$ cat config.mk
export PLATFORM = sky130hd
export DESIGN_NAME = instr_queue_ctrl_flat
export DESIGN_NICKNAME = d
export VERILOG_FILES = /design/src/rtl/instr_queue_ctrl_pkg.sv /design/src/rtl/instr_queue_ctrl_if.sv /design/src/rtl/iqc_arbiter.sv /design/src/rtl/instr_queue_ctrl.sv /design/src/flat_wrapper.sv
export SDC_FILE = /design/constraint.sdc
export NUM_CORES = 1
export LEC_CHECK = 0
export ABC_AREA = 1
export CAP_MARGIN = 20
export CORE_AREA = 5 5 187 189
export CTS_CLUSTER_SIZE = 20
export DETAILED_ROUTE_END_ITERATION = 8
export DIE_AREA = 0 0 192 194
export GPL_ROUTABILITY_DRIVEN = 1
export MAX_ROUTING_LAYER = met4
export PLACE_DENSITY = 0.74
export SKIP_LAST_GASP = 1
export SLEW_MARGIN = 20
export SYNTH_ARGS = -nofsm -noshare
export SYNTH_HDL_FRONTEND = slang
export SYNTH_SLANG_ARGS = --single-unit
$ cat constraint.sdc
create_clock -name clk -period 3.3 [get_ports clk]
set_input_delay 0.99 -clock clk [delete_from_list [all_inputs] [get_ports clk]]
set_output_delay 0.99 -clock clk [all_outputs]
set_load 0.1 [all_outputs]
$ cat src/rtl/instr_queue_ctrl_pkg.sv
// Shared types for the instruction queue controller and its instr_register.
// Holds the FSM state type, queue sizing constants and the pointer increment helper.
package instr_queue_ctrl_pkg;

  typedef enum logic [2:0] {
    ZERO  = 3'd0,
    PASSA = 3'd1,
    PASSB = 3'd2,
    ADD   = 3'd3,
    SUB   = 3'd4,
    MULT  = 3'd5,
    DIV   = 3'd6,
    MOD   = 3'd7
  } opcode_t;

  typedef logic signed [31:0] operand_t;
  typedef logic [4:0]         address_t;

  typedef struct packed {
    opcode_t            opc;
    operand_t           op_a;
    operand_t           op_b;
    logic signed [63:0] rezultat;
  } instruction_t;

  typedef enum logic {
    INIT = 1'b0,
    RUN  = 1'b1
  } iqc_state_t;

  localparam int unsigned IQC_NREQ     = 2;
  localparam int unsigned IQC_DEPTH    = 32;
  localparam int unsigned IQC_INIT_CYC = 2;
  localparam int unsigned IQC_CNT_W    = 6;

  // The pointer width equals log2(DEPTH), so the natural wrap gives mod-DEPTH.
  function automatic address_t iqc_next_ptr(input address_t p);
    return p + 5'd1;
  endfunction

endpackage

$ cat src/rtl/instr_queue_ctrl_if.sv
// Bus bundle between the issue logic, the queue controller and instr_register.
// slave = controller view, master = surrounding logic view.
interface instr_queue_ctrl_if;
  import instr_queue_ctrl_pkg::*;

  logic                         flush;
  logic     [IQC_NREQ-1:0]      req_valid;
  opcode_t  [IQC_NREQ-1:0]      req_opc;
  operand_t [IQC_NREQ-1:0]      req_op_a;
  operand_t [IQC_NREQ-1:0]      req_op_b;
  logic     [IQC_NREQ-1:0]      req_ready;
  logic                         pop_valid;
  logic                         pop_ready;
  logic                         rsp_valid;
  instruction_t                 rsp_word;
  logic     [IQC_CNT_W-1:0]     count;
  logic                         reg_reset_n;
  logic                         load_en;
  address_t                     write_pointer;
  address_t                     read_pointer;
  opcode_t                      opcode;
  operand_t                     operand_a;
  operand_t                     operand_b;
  instruction_t                 instruction_word;

  modport slave (
    input  flush, req_valid, req_opc, req_op_a, req_op_b, pop_valid, instruction_word,
    output req_ready, pop_ready, rsp_valid, rsp_word, count, reg_reset_n, load_en,
           write_pointer, read_pointer, opcode, operand_a, operand_b
  );

  modport master (
    output flush, req_valid, req_opc, req_op_a, req_op_b, pop_valid, instruction_word,
    input  req_ready, pop_ready, rsp_valid, rsp_word, count, reg_reset_n, load_en,
           write_pointer, read_pointer, opcode, operand_a, operand_b
  );

endinterface

$ cat src/rtl/iqc_arbiter.sv
// Two-way push arbiter. IQC_RR_ARB_EN selects round-robin; otherwise requester 0
// has fixed priority. The grant is combinational so it can act as the ready.
module iqc_arbiter
  import instr_queue_ctrl_pkg::*;
(
  input  logic                clk,
  input  logic                reset_n,
  input  logic                en_i,
  input  logic [IQC_NREQ-1:0] req_i,
  output logic [IQC_NREQ-1:0] gnt_o
);

`ifdef IQC_RR_ARB_EN
  // prio_q = 1 means requester 1 currently holds priority; flush never touches it.
  logic prio_q;
  logic prio_d;

  // Grant selection and priority rotation after each grant.
  always_comb begin
    gnt_o  = 2'b00;
    prio_d = prio_q;
    if (en_i) begin
      if (req_i == 2'b11) begin
        gnt_o = prio_q ? 2'b10 : 2'b01;
      end else begin
        gnt_o = req_i;
      end
    end else begin
      gnt_o = 2'b00;
    end
    if (gnt_o[0]) begin
      prio_d = 1'b1;
    end else if (gnt_o[1]) begin
      prio_d = 1'b0;
    end else begin
      prio_d = prio_q;
    end
  end

  // Priority pointer register.
  always_ff @(posedge clk) begin
    if (!reset_n) begin
      prio_q <= 1'b0;
    end else begin
      prio_q <= prio_d;
    end
  end
`else
  logic unused_clk_rst_s;
  assign unused_clk_rst_s = clk ^ reset_n;

  // Fixed priority: requester 0 always wins.
  always_comb begin
    gnt_o = 2'b00;
    if (en_i) begin
      if (req_i[0]) begin
        gnt_o = 2'b01;
      end else begin
        gnt_o = {req_i[1], 1'b0};
      end
    end else begin
      gnt_o = 2'b00;
    end
  end
`endif

endmodule

$ cat src/rtl/instr_queue_ctrl.sv
// Arbitrates two push requesters into instr_register, runs it as a circular queue
// and serves one in-order consumer. Optional round-robin arbitration: IQC_RR_ARB_EN.
module instr_queue_ctrl
  import instr_queue_ctrl_pkg::*;
#(
  parameter int unsigned INIT_CYC = IQC_INIT_CYC
)
(
  input  logic               clk,
  input  logic               reset_n,
  instr_queue_ctrl_if.slave  bus
);

  localparam logic [1:0] INIT_LAST = 2'(INIT_CYC - 1);

  iqc_state_t             state_q,       state_d;
  logic [1:0]             init_cnt_q,    init_cnt_d;
  logic                   reg_reset_n_q, reg_reset_n_d;
  address_t               head_q,        head_d;
  address_t               tail_q,        tail_d;
  logic [IQC_CNT_W-1:0]   count_q,       count_d;
  logic                   load_en_q,     load_en_d;
  address_t               wp_q,          wp_d;
  opcode_t                opc_q,         opc_d;
  operand_t               op_a_q,        op_a_d;
  operand_t               op_b_q,        op_b_d;
  logic                   rsp_valid_q,   rsp_valid_d;
  instruction_t           rsp_word_q,    rsp_word_d;

  logic [IQC_NREQ-1:0]    gnt_s;
  logic [IQC_CNT_W:0]     occ_s;
  logic                   arb_en_s;
  logic                   push_s;
  logic                   sel_s;
  logic                   pop_ready_s;
  logic                   pop_s;

  // A pending write still occupies a slot, so it counts toward the full check.
  assign occ_s       = {1'b0, count_q} + {6'b000000, load_en_q};
  assign arb_en_s    = (state_q == RUN) && !bus.flush && (occ_s < 7'(IQC_DEPTH));
  assign push_s      = |gnt_s;
  assign sel_s       = gnt_s[1];
  assign pop_ready_s = (state_q == RUN) && (count_q != 6'd0);
  assign pop_s       = bus.pop_valid && pop_ready_s && !bus.flush;

  iqc_arbiter u_arb (
    .clk     (clk),
    .reset_n (reset_n),
    .en_i    (arb_en_s),
    .req_i   (bus.req_valid),
    .gnt_o   (gnt_s)
  );

  // Next-state logic for the FSM, queue pointers and register-side outputs.
  always_comb begin
    state_d       = state_q;
    init_cnt_d    = init_cnt_q;
    reg_reset_n_d = reg_reset_n_q;
    head_d        = head_q;
    tail_d        = tail_q;
    count_d       = count_q;
    load_en_d     = 1'b0;
    wp_d          = wp_q;
    opc_d         = opc_q;
    op_a_d        = op_a_q;
    op_b_d        = op_b_q;
    rsp_valid_d   = 1'b0;
    rsp_word_d    = rsp_word_q;
    if (bus.flush) begin
      state_d       = INIT;
      init_cnt_d    = 2'd0;
      reg_reset_n_d = 1'b0;
      head_d        = 5'd0;
      tail_d        = 5'd0;
      count_d       = 6'd0;
      wp_d          = 5'd0;
      opc_d         = ZERO;
      op_a_d        = 32'sd0;
      op_b_d        = 32'sd0;
    end else begin
      case (state_q)
        INIT: begin
          if (init_cnt_q == INIT_LAST) begin
            state_d       = RUN;
            init_cnt_d    = 2'd0;
            reg_reset_n_d = 1'b1;
          end else begin
            init_cnt_d    = init_cnt_q + 2'd1;
            reg_reset_n_d = 1'b0;
          end
        end
        RUN: begin
          reg_reset_n_d = 1'b1;
        end
        default: begin
          state_d       = INIT;
          init_cnt_d    = 2'd0;
          reg_reset_n_d = 1'b0;
        end
      endcase
      if (push_s) begin
        load_en_d = 1'b1;
        wp_d      = tail_q;
        opc_d     = bus.req_opc[sel_s];
        op_a_d    = bus.req_op_a[sel_s];
        op_b_d    = bus.req_op_b[sel_s];
        tail_d    = iqc_next_ptr(tail_q);
      end else begin
        load_en_d = 1'b0;
      end
      if (pop_s) begin
        rsp_valid_d = 1'b1;
        rsp_word_d  = bus.instruction_word;
        head_d      = iqc_next_ptr(head_q);
      end else begin
        rsp_valid_d = 1'b0;
      end
      // The write issued last cycle lands in the register at this edge (commit).
      count_d = count_q + {5'd0, load_en_q} - {5'd0, pop_s};
    end
  end

  // State register with synchronous active-low reset.
  always_ff @(posedge clk) begin
    if (!reset_n) begin
      state_q       <= INIT;
      init_cnt_q    <= 2'd0;
      reg_reset_n_q <= 1'b0;
      head_q        <= 5'd0;
      tail_q        <= 5'd0;
      count_q       <= 6'd0;
      load_en_q     <= 1'b0;
      wp_q          <= 5'd0;
      opc_q         <= ZERO;
      op_a_q        <= 32'sd0;
      op_b_q        <= 32'sd0;
      rsp_valid_q   <= 1'b0;
      rsp_word_q    <= '0;
    end else begin
      state_q       <= state_d;
      init_cnt_q    <= init_cnt_d;
      reg_reset_n_q <= reg_reset_n_d;
      head_q        <= head_d;
      tail_q        <= tail_d;
      count_q       <= count_d;
      load_en_q     <= load_en_d;
      wp_q          <= wp_d;
      opc_q         <= opc_d;
      op_a_q        <= op_a_d;
      op_b_q        <= op_b_d;
      rsp_valid_q   <= rsp_valid_d;
      rsp_word_q    <= rsp_word_d;
    end
  end

  assign bus.req_ready     = gnt_s;
  assign bus.pop_ready     = pop_ready_s;
  assign bus.rsp_valid     = rsp_valid_q;
  assign bus.rsp_word      = rsp_word_q;
  assign bus.count         = count_q;
  assign bus.reg_reset_n   = reg_reset_n_q;
  assign bus.load_en       = load_en_q;
  assign bus.write_pointer = wp_q;
  assign bus.read_pointer  = head_q;
  assign bus.opcode        = opc_q;
  assign bus.operand_a     = op_a_q;
  assign bus.operand_b     = op_b_q;

endmodule
$ cat src/flat_wrapper.sv
// flat-port wrapper written by rule: the top's interface ports become plain ports
module instr_queue_ctrl_flat import instr_queue_ctrl_pkg::*;
#(
  parameter int unsigned INIT_CYC = IQC_INIT_CYC
)
  (clk, reset_n, bus_flush, bus_req_valid, bus_req_opc, bus_req_op_a, bus_req_op_b, bus_pop_valid, bus_instruction_word, bus_req_ready, bus_pop_ready, bus_rsp_valid, bus_rsp_word, bus_count, bus_reg_reset_n, bus_load_en, bus_write_pointer, bus_read_pointer, bus_opcode, bus_operand_a, bus_operand_b);
  instr_queue_ctrl_if bus_i ();
  input  logic clk;
  input  logic reset_n;
  input wire logic [$bits(bus_i.flush)-1:0] bus_flush;
  input wire logic [$bits(bus_i.req_valid)-1:0] bus_req_valid;
  input wire logic [$bits(bus_i.req_opc)-1:0] bus_req_opc;
  input wire logic [$bits(bus_i.req_op_a)-1:0] bus_req_op_a;
  input wire logic [$bits(bus_i.req_op_b)-1:0] bus_req_op_b;
  input wire logic [$bits(bus_i.pop_valid)-1:0] bus_pop_valid;
  input wire logic [$bits(bus_i.instruction_word)-1:0] bus_instruction_word;
  output wire logic [$bits(bus_i.req_ready)-1:0] bus_req_ready;
  output wire logic [$bits(bus_i.pop_ready)-1:0] bus_pop_ready;
  output wire logic [$bits(bus_i.rsp_valid)-1:0] bus_rsp_valid;
  output wire logic [$bits(bus_i.rsp_word)-1:0] bus_rsp_word;
  output wire logic [$bits(bus_i.count)-1:0] bus_count;
  output wire logic [$bits(bus_i.reg_reset_n)-1:0] bus_reg_reset_n;
  output wire logic [$bits(bus_i.load_en)-1:0] bus_load_en;
  output wire logic [$bits(bus_i.write_pointer)-1:0] bus_write_pointer;
  output wire logic [$bits(bus_i.read_pointer)-1:0] bus_read_pointer;
  output wire logic [$bits(bus_i.opcode)-1:0] bus_opcode;
  output wire logic [$bits(bus_i.operand_a)-1:0] bus_operand_a;
  output wire logic [$bits(bus_i.operand_b)-1:0] bus_operand_b;
  assign bus_i.flush = bus_flush;
  assign bus_i.req_valid = bus_req_valid;
  assign bus_i.req_opc = bus_req_opc;
  assign bus_i.req_op_a = bus_req_op_a;
  assign bus_i.req_op_b = bus_req_op_b;
  assign bus_i.pop_valid = bus_pop_valid;
  assign bus_i.instruction_word = bus_instruction_word;
  assign bus_req_ready = bus_i.req_ready;
  assign bus_pop_ready = bus_i.pop_ready;
  assign bus_rsp_valid = bus_i.rsp_valid;
  assign bus_rsp_word = bus_i.rsp_word;
  assign bus_count = bus_i.count;
  assign bus_reg_reset_n = bus_i.reg_reset_n;
  assign bus_load_en = bus_i.load_en;
  assign bus_write_pointer = bus_i.write_pointer;
  assign bus_read_pointer = bus_i.read_pointer;
  assign bus_opcode = bus_i.opcode;
  assign bus_operand_a = bus_i.operand_a;
  assign bus_operand_b = bus_i.operand_b;
  instr_queue_ctrl #(.INIT_CYC(INIT_CYC)) u_core (.clk(clk), .reset_n(reset_n), .bus(bus_i));
endmodule
# ---- After elaboration in Yosys (flattened, before gate mapping)
# Index checks and enable logic that the tools add are counted.
dict set report totals {
  reg_bits 225
  input_bits 271
  out_inout_bits 220
  wordCells 52
}
dict set report op_classes {
  n_addsub 6
  magnitude_cmp 2
  n_eq_ne 1
  n_mux 14
  n_bitwise 3
  n_reduce_logical 10
}
# cell count
set ops {}
lappend ops {{two-way mux 32 bit} 4}
lappend ops {{adder 5 x 1 -> 5 bit, second input constant} 2}
lappend ops {{adder 6 x 1 -> 7 bit} 1}
lappend ops {{less-than comparator 7 x 6 -> 1 bit, second input constant} 1}
lappend ops {{adder 6 x 1 -> 6 bit} 1}
lappend ops {{two-way mux 2 bit} 3}
lappend ops {{two-way mux 3 bit} 2}
lappend ops {{nonzero test 6 bit} 1}
lappend ops {{subtractor 6 x 1 -> 6 bit} 1}
lappend ops {{logical AND 1 bit} 5}
lappend ops {{two-way mux 1 bit} 4}
lappend ops {{OR reduction 2 bit} 2}
lappend ops {{inverter 1 bit} 3}
lappend ops {{adder 2 x 1 -> 2 bit, second input constant} 1}
lappend ops {{== test 2 x 1 -> 1 bit, second input constant} 1}
lappend ops {{less-than comparator 1 x 2 -> 1 bit, second input constant} 1}
lappend ops {{one-hot mux 1 bit (2 select lines)} 1}
lappend ops {{AND reduction 2 bit} 1}
lappend ops {{zero test 1 bit} 1}

# ---- Depth between registers and ports, before layout
dict set report depth {
  ltp_word 6
  depth_mapped 16
  depth_no_buf 15
}

# ---- Modules after synthesis
# From an unflattened synthesis, not the netlist that was laid out.
dict set report hier_totals {
  hier_cells 1497
  area_unflattened_um2 9892.0
}
# mod instances cells_per_inst area_per_inst_um2 seq_area_each_um2
set modules_own_cells {}
lappend modules_own_cells {instr_queue_ctrl 1 1493 9874.5 4484.3}
lappend modules_own_cells {iqc_arbiter 1 4 17.5 0.0}

# ---- Worst setup path before layout
# OpenSTA, ideal clock, no wires.
dict set report synth_timing {
  path_type {reg2out}
  startpoint {register u_core.count_q[2] (netlist: u_core.bus.count[2])}
  endpoint {output bus_pop_ready}
  arrival_time_ns 2.774
  required_time_ns 2.310
  setup_slack_ns -0.464
  stages_incl_launch_ff 6
  n_path_buf 0
  path_cell_list {dfxtp_1 > inv_1 > ha_1 > nand4_1 > inv_1 > nor2_1}
}
dict set report synth_between {
  elab_chain_cells 2
}
# element line
set synth_lines {}
lappend synth_lines {{from (decl)} instr_queue_ctrl.sv:21} ;# logic [IQC_CNT_W-1:0] count_q, count_d;
lappend synth_lines {{from (signal assigned)} instr_queue_ctrl.sv:145} ;# count_q <= count_d;
lappend synth_lines {{nonzero test 6 bit} instr_queue_ctrl.sv:43} ;# assign pop_ready_s = (state_q == RUN) && (count_q != 6'd0);
lappend synth_lines {{logical AND 1 bit} instr_queue_ctrl.sv:43}
lappend synth_lines {{to (decl)} flat_wrapper.sv:18} ;# output wire logic [$bits(bus_i.pop_ready)-1:0] bus_pop_ready;
# No other way between the ends.

# ---- Worst setup path after layout
dict set report layout_timing {
  startpoint {input bus_req_valid[0]}
  endpoint {output bus_req_ready[1]}
}
dict set report layout_between {
  elab_chain_cells 2
}
# element line
set layout_lines {}
lappend layout_lines {{from (decl)} flat_wrapper.sv:11} ;# input wire logic [$bits(bus_i.req_valid)-1:0] bus_req_valid;
lappend layout_lines {{two-way mux 2 bit} iqc_arbiter.sv:56} ;# if (req_i[0]) begin
lappend layout_lines {{two-way mux 2 bit} iqc_arbiter.sv:55} ;# if (en_i) begin
lappend layout_lines {{to (decl)} flat_wrapper.sv:17} ;# output wire logic [$bits(bus_i.req_ready)-1:0] bus_req_ready;
# No other way between the ends.

==> flow_summary.ini <==
[sta]
worst_clock_skew_ps = 11.2
worst_hold_margin_ps = 452
report.final.hold_viol_count = 0
fmaxAchievable_mhz = 326
finalSetupViolations = 0
tightestPinTransition_ps = 682
timing.final.max_slew_violations = 0
rsz_0062_raised_after_global_routing = no
slew-limit-headroom_pct = 54.3
finalCritPeriodShare_pct = 93.1
layout_min_cycle_time_ps = 3070

[clock_tree]
cts-buffers-inserted = 26
maximum_buffer_depth_of_the_clock_tree = 3
holdBufCountCts = 0
cts.reportedPaths.clkPinSlew_ps = 60
ctsHtreeMaxLevel = 1
sink_count_of_the_clock_tree = 224
cts_tree = yes
clk_root_buffer_cell = sky130_fd_sc_hd__clkbuf_16
clkLatencyLatePin_ps = 520

[power_and_ir_drop]
intPower_mw = 4.82
pwr-share-clk_pct = 46.9
irDropWorstVdd_v = 0.000286
design_power_total_mw = 6.21
swShare_pct = 22.5
total_leakage_power_nw = 6.96
power.density_nw_per_um2 = 405
power.switching_mw = 1.40
comb_power_share_pct = 9.4
seq_power_share_pct = 43.7

[yosys]
synth_area_per_cell_sq_um = 6.81
synth_area_leader_cell = sky130_fd_sc_hd__dfxtp_1
yosys-top-cells-area = sky130_fd_sc_hd__dfxtp_1, sky130_fd_sc_hd__nor2_1, sky130_fd_sc_hd__nand2_1
post_syn_instances = 1421
synth_flop_cell = sky130_fd_sc_hd__dfxtp_1
postSynthRegisterBits = 224
ys_types = 30
yosysWarnings = 0
mappedNetlistArea_sq_um = 9670
synth-edff-count = 0
synth.net_count = 1707
yosys-top-cells-count = sky130_fd_sc_hd__nor2_1, sky130_fd_sc_hd__nand2_1, sky130_fd_sc_hd__dfxtp_1
synth-seq-area-share_pct = 46.4
yosys.cell_count.top_type = sky130_fd_sc_hd__nor2_1
yosys.area.top_type_share_pct = 46.4
async_flop_share_pct = 0

[grt]
grt_antenna_before_repair = 4
vias_in_the_first_global_route = 10300
groute.usage.overall_pct = 19.1
largest_net_degree_at_the_start_of_global_routing = 132
global_route.overflow_total = 0
grt_pass1_wl_um = 56300

[detailed_routing]
drtPass1Iterations = 5
drtIter0Drc = 358
drt-total-wl_um = 36800
vias_per_cell = 4.44
drc = 0
post_drt_wl_per_cell_um = 15.7
routed_vias = 10400
postRouteAntennaNets = 0

[finish]
util_after_layout_pct = 46.4
fin_area_sq_um = 15400
nFillCells = 3250
final_net_count = 2161
area_growth_syn_to_layout_pct = 58.8
layout-drive-gt1-share_pct = 16.6

[place]
io_buffer_count = 490
detailed_place_hpwl_um = 27900
routabilityCongestion = 0.942
placement_stage_cell_area_sq_um = 14500

[floorplan]
design.portCount = 491
die_height_um = 194
fp-row-count = 67
design.die.area_sq_um = 37200
effective_utilization_at_floorplan_pct = 29.2
chipWidth_um = 192
design.core.area_sq_um = 33100

[worst_hold_path]
worst_hold_path_type = reg2reg
min-delay-start = u_core.init_cnt_q[1]$_SDFFE_PP0N_
timing.hold.worst_endpoint = u_core.init_cnt_q[1]$_SDFFE_PP0N_
hold-path-cell-count = 2

[setup_path]
worstPathMaxFanout = 4
rrSetupSlack_ps = 840
worstReg2RegEnd = u_core.bus.operand_a[24]$_SDFFE_PP0P_
crit_arrival_ps = 2080
endpoint_kind = primary output
crit_path_launch_type = input pin
worst_reg_to_reg_cells = 11
worstSetupPathType = in2out
rr_startpoint = u_core.bus.count[1]$_SDFF_PP0_
required_time_of_the_critical_path_ps = 2310

[outcome]
status = finished, final reports clean

[run]
maxcap_violations = 0
==> stage by stage <==
stage | instances | TNS (ps) | setup WS, ps
after floorplan | 1421 | 0 | 46.7
after global routing | 2346 | 0 | 183
after detailed placement | 2293 | -22.5 | -14.6
after CTS | 2340 | 0 | 8.45
after global placement | 2293 | 0 | 20.0
final | 2346 | 0 | 229
==> worst max path at each step <==
stage | startpoint | end | slack [ps] | cells past startpoint
2_1_floorplan | bus_req_valid[1] | bus_req_ready[1] | 50 | 5
3_3_place_gp | bus_flush | bus_req_ready[1] | 20 | 8
3_5_place_dp | bus_flush | u_core.bus.count[4]$_SDFF_PP0_ | -10 | 16
4_1_cts | bus_flush | bus_req_ready[1] | 8 | 8
5_1_grt | bus_req_valid[0] | bus_req_ready[1] | 180 | 5
6_report | bus_req_valid[0] | bus_req_ready[1] | 230 | 5
==> placed cells by master (no fill, tap or decap), types with 19 or more instances in the layout <==
cell type,n
sky130_fd_sc_hd__buf_4,243
sky130_fd_sc_hd__clkbuf_16,27
sky130_fd_sc_hd__clkdlybuf4s50_1,268
sky130_fd_sc_hd__dfxtp_1,216
sky130_fd_sc_hd__inv_1,134
sky130_fd_sc_hd__nand2_1,292
sky130_fd_sc_hd__nand3_1,19
sky130_fd_sc_hd__nand4_1,56
sky130_fd_sc_hd__nor2_1,407
sky130_fd_sc_hd__o21ai_0,137
==> cells by family after synthesis <==
kind of cell	share of synthesized area [%]
AND/OR/NAND/NOR	33.0
buffers and inverters	9.94
flip-flops	46.4
AO/OA/AOI/OAI	8.45
adder cells (fa/ha/maj)	2.02
XOR/XNOR	0.272
==> critical path, cell delays in order <==
cell                              delay [ps]
sky130_fd_sc_hd__clkdlybuf4s50_1         550
sky130_fd_sc_hd__nor2_4                  190
sky130_fd_sc_hd__nand3_4                 100
sky130_fd_sc_hd__inv_2                    80
sky130_fd_sc_hd__buf_12                  170
==> layout make-up <==
cell class / count / area [sq um] / share of cell area (%)
repair buffers: 518 / 4640 / 30.2
clock inverters: 9 / 104 / 0.676
inverters: 138 / 523 / 3.41
flip-flops and latches: 224 / 4490 / 29.3
multi-input cells: 967 / 4250 / 27.7
clock buffers: 38 / 767 / 5.00
diodes: 4 / 10.0 / 0.0652
well taps: 448 / 561 / 3.65
==> power groups by stage <==
| stage | clock, mW | sequential (mW) | combinational, mW |
|---|---|---|---|
| after floorplan | 0 | 2.82 | 0.150 |
| after global placement | 0 | 2.78 | 0.580 |
| after detailed placement | 0 | 2.78 | 0.582 |
| after CTS | 3.00 | 2.72 | 0.587 |
| after global routing | 3.11 | 2.72 | 0.630 |
| final | 2.91 | 2.72 | 0.585 |
==> state kept, by name, indices dropped and copies added (netlist names) <==
register / cells
u_core.bus.rsp_word: 131
u_core.bus.count: 6
u_core.bus.load_en: 1
u_core.bus.rsp_valid: 1
u_core.bus.reg_reset_n: 1
u_core.bus.read_pointer: 5
u_core.bus.opcode: 3
u_core.bus.write_pointer: 5
u_core.init_cnt_q: 2
u_core.tail_q: 5
u_core.bus.operand_b: 32
u_core.bus.operand_a: 32
==> per-layer routing <==
layer / track usage [%] / up-vias / wire (um)
met5: - / - / 0
met4: 6.15 / 0 / 1110
met3: 6.52 / 68 / 4140
met2: 33.0 / 427 / 17900
met1: 20.6 / 4610 / 13600
li1: - / 5300 / -
==> timing repair <==
item,CTS,global route
gates resized for setup,0,4
buffers inserted,0,2
pin swaps,1,3
setup endpoints to repair,2,2
No activity file was read; power rests on OpenSTA's default activity.
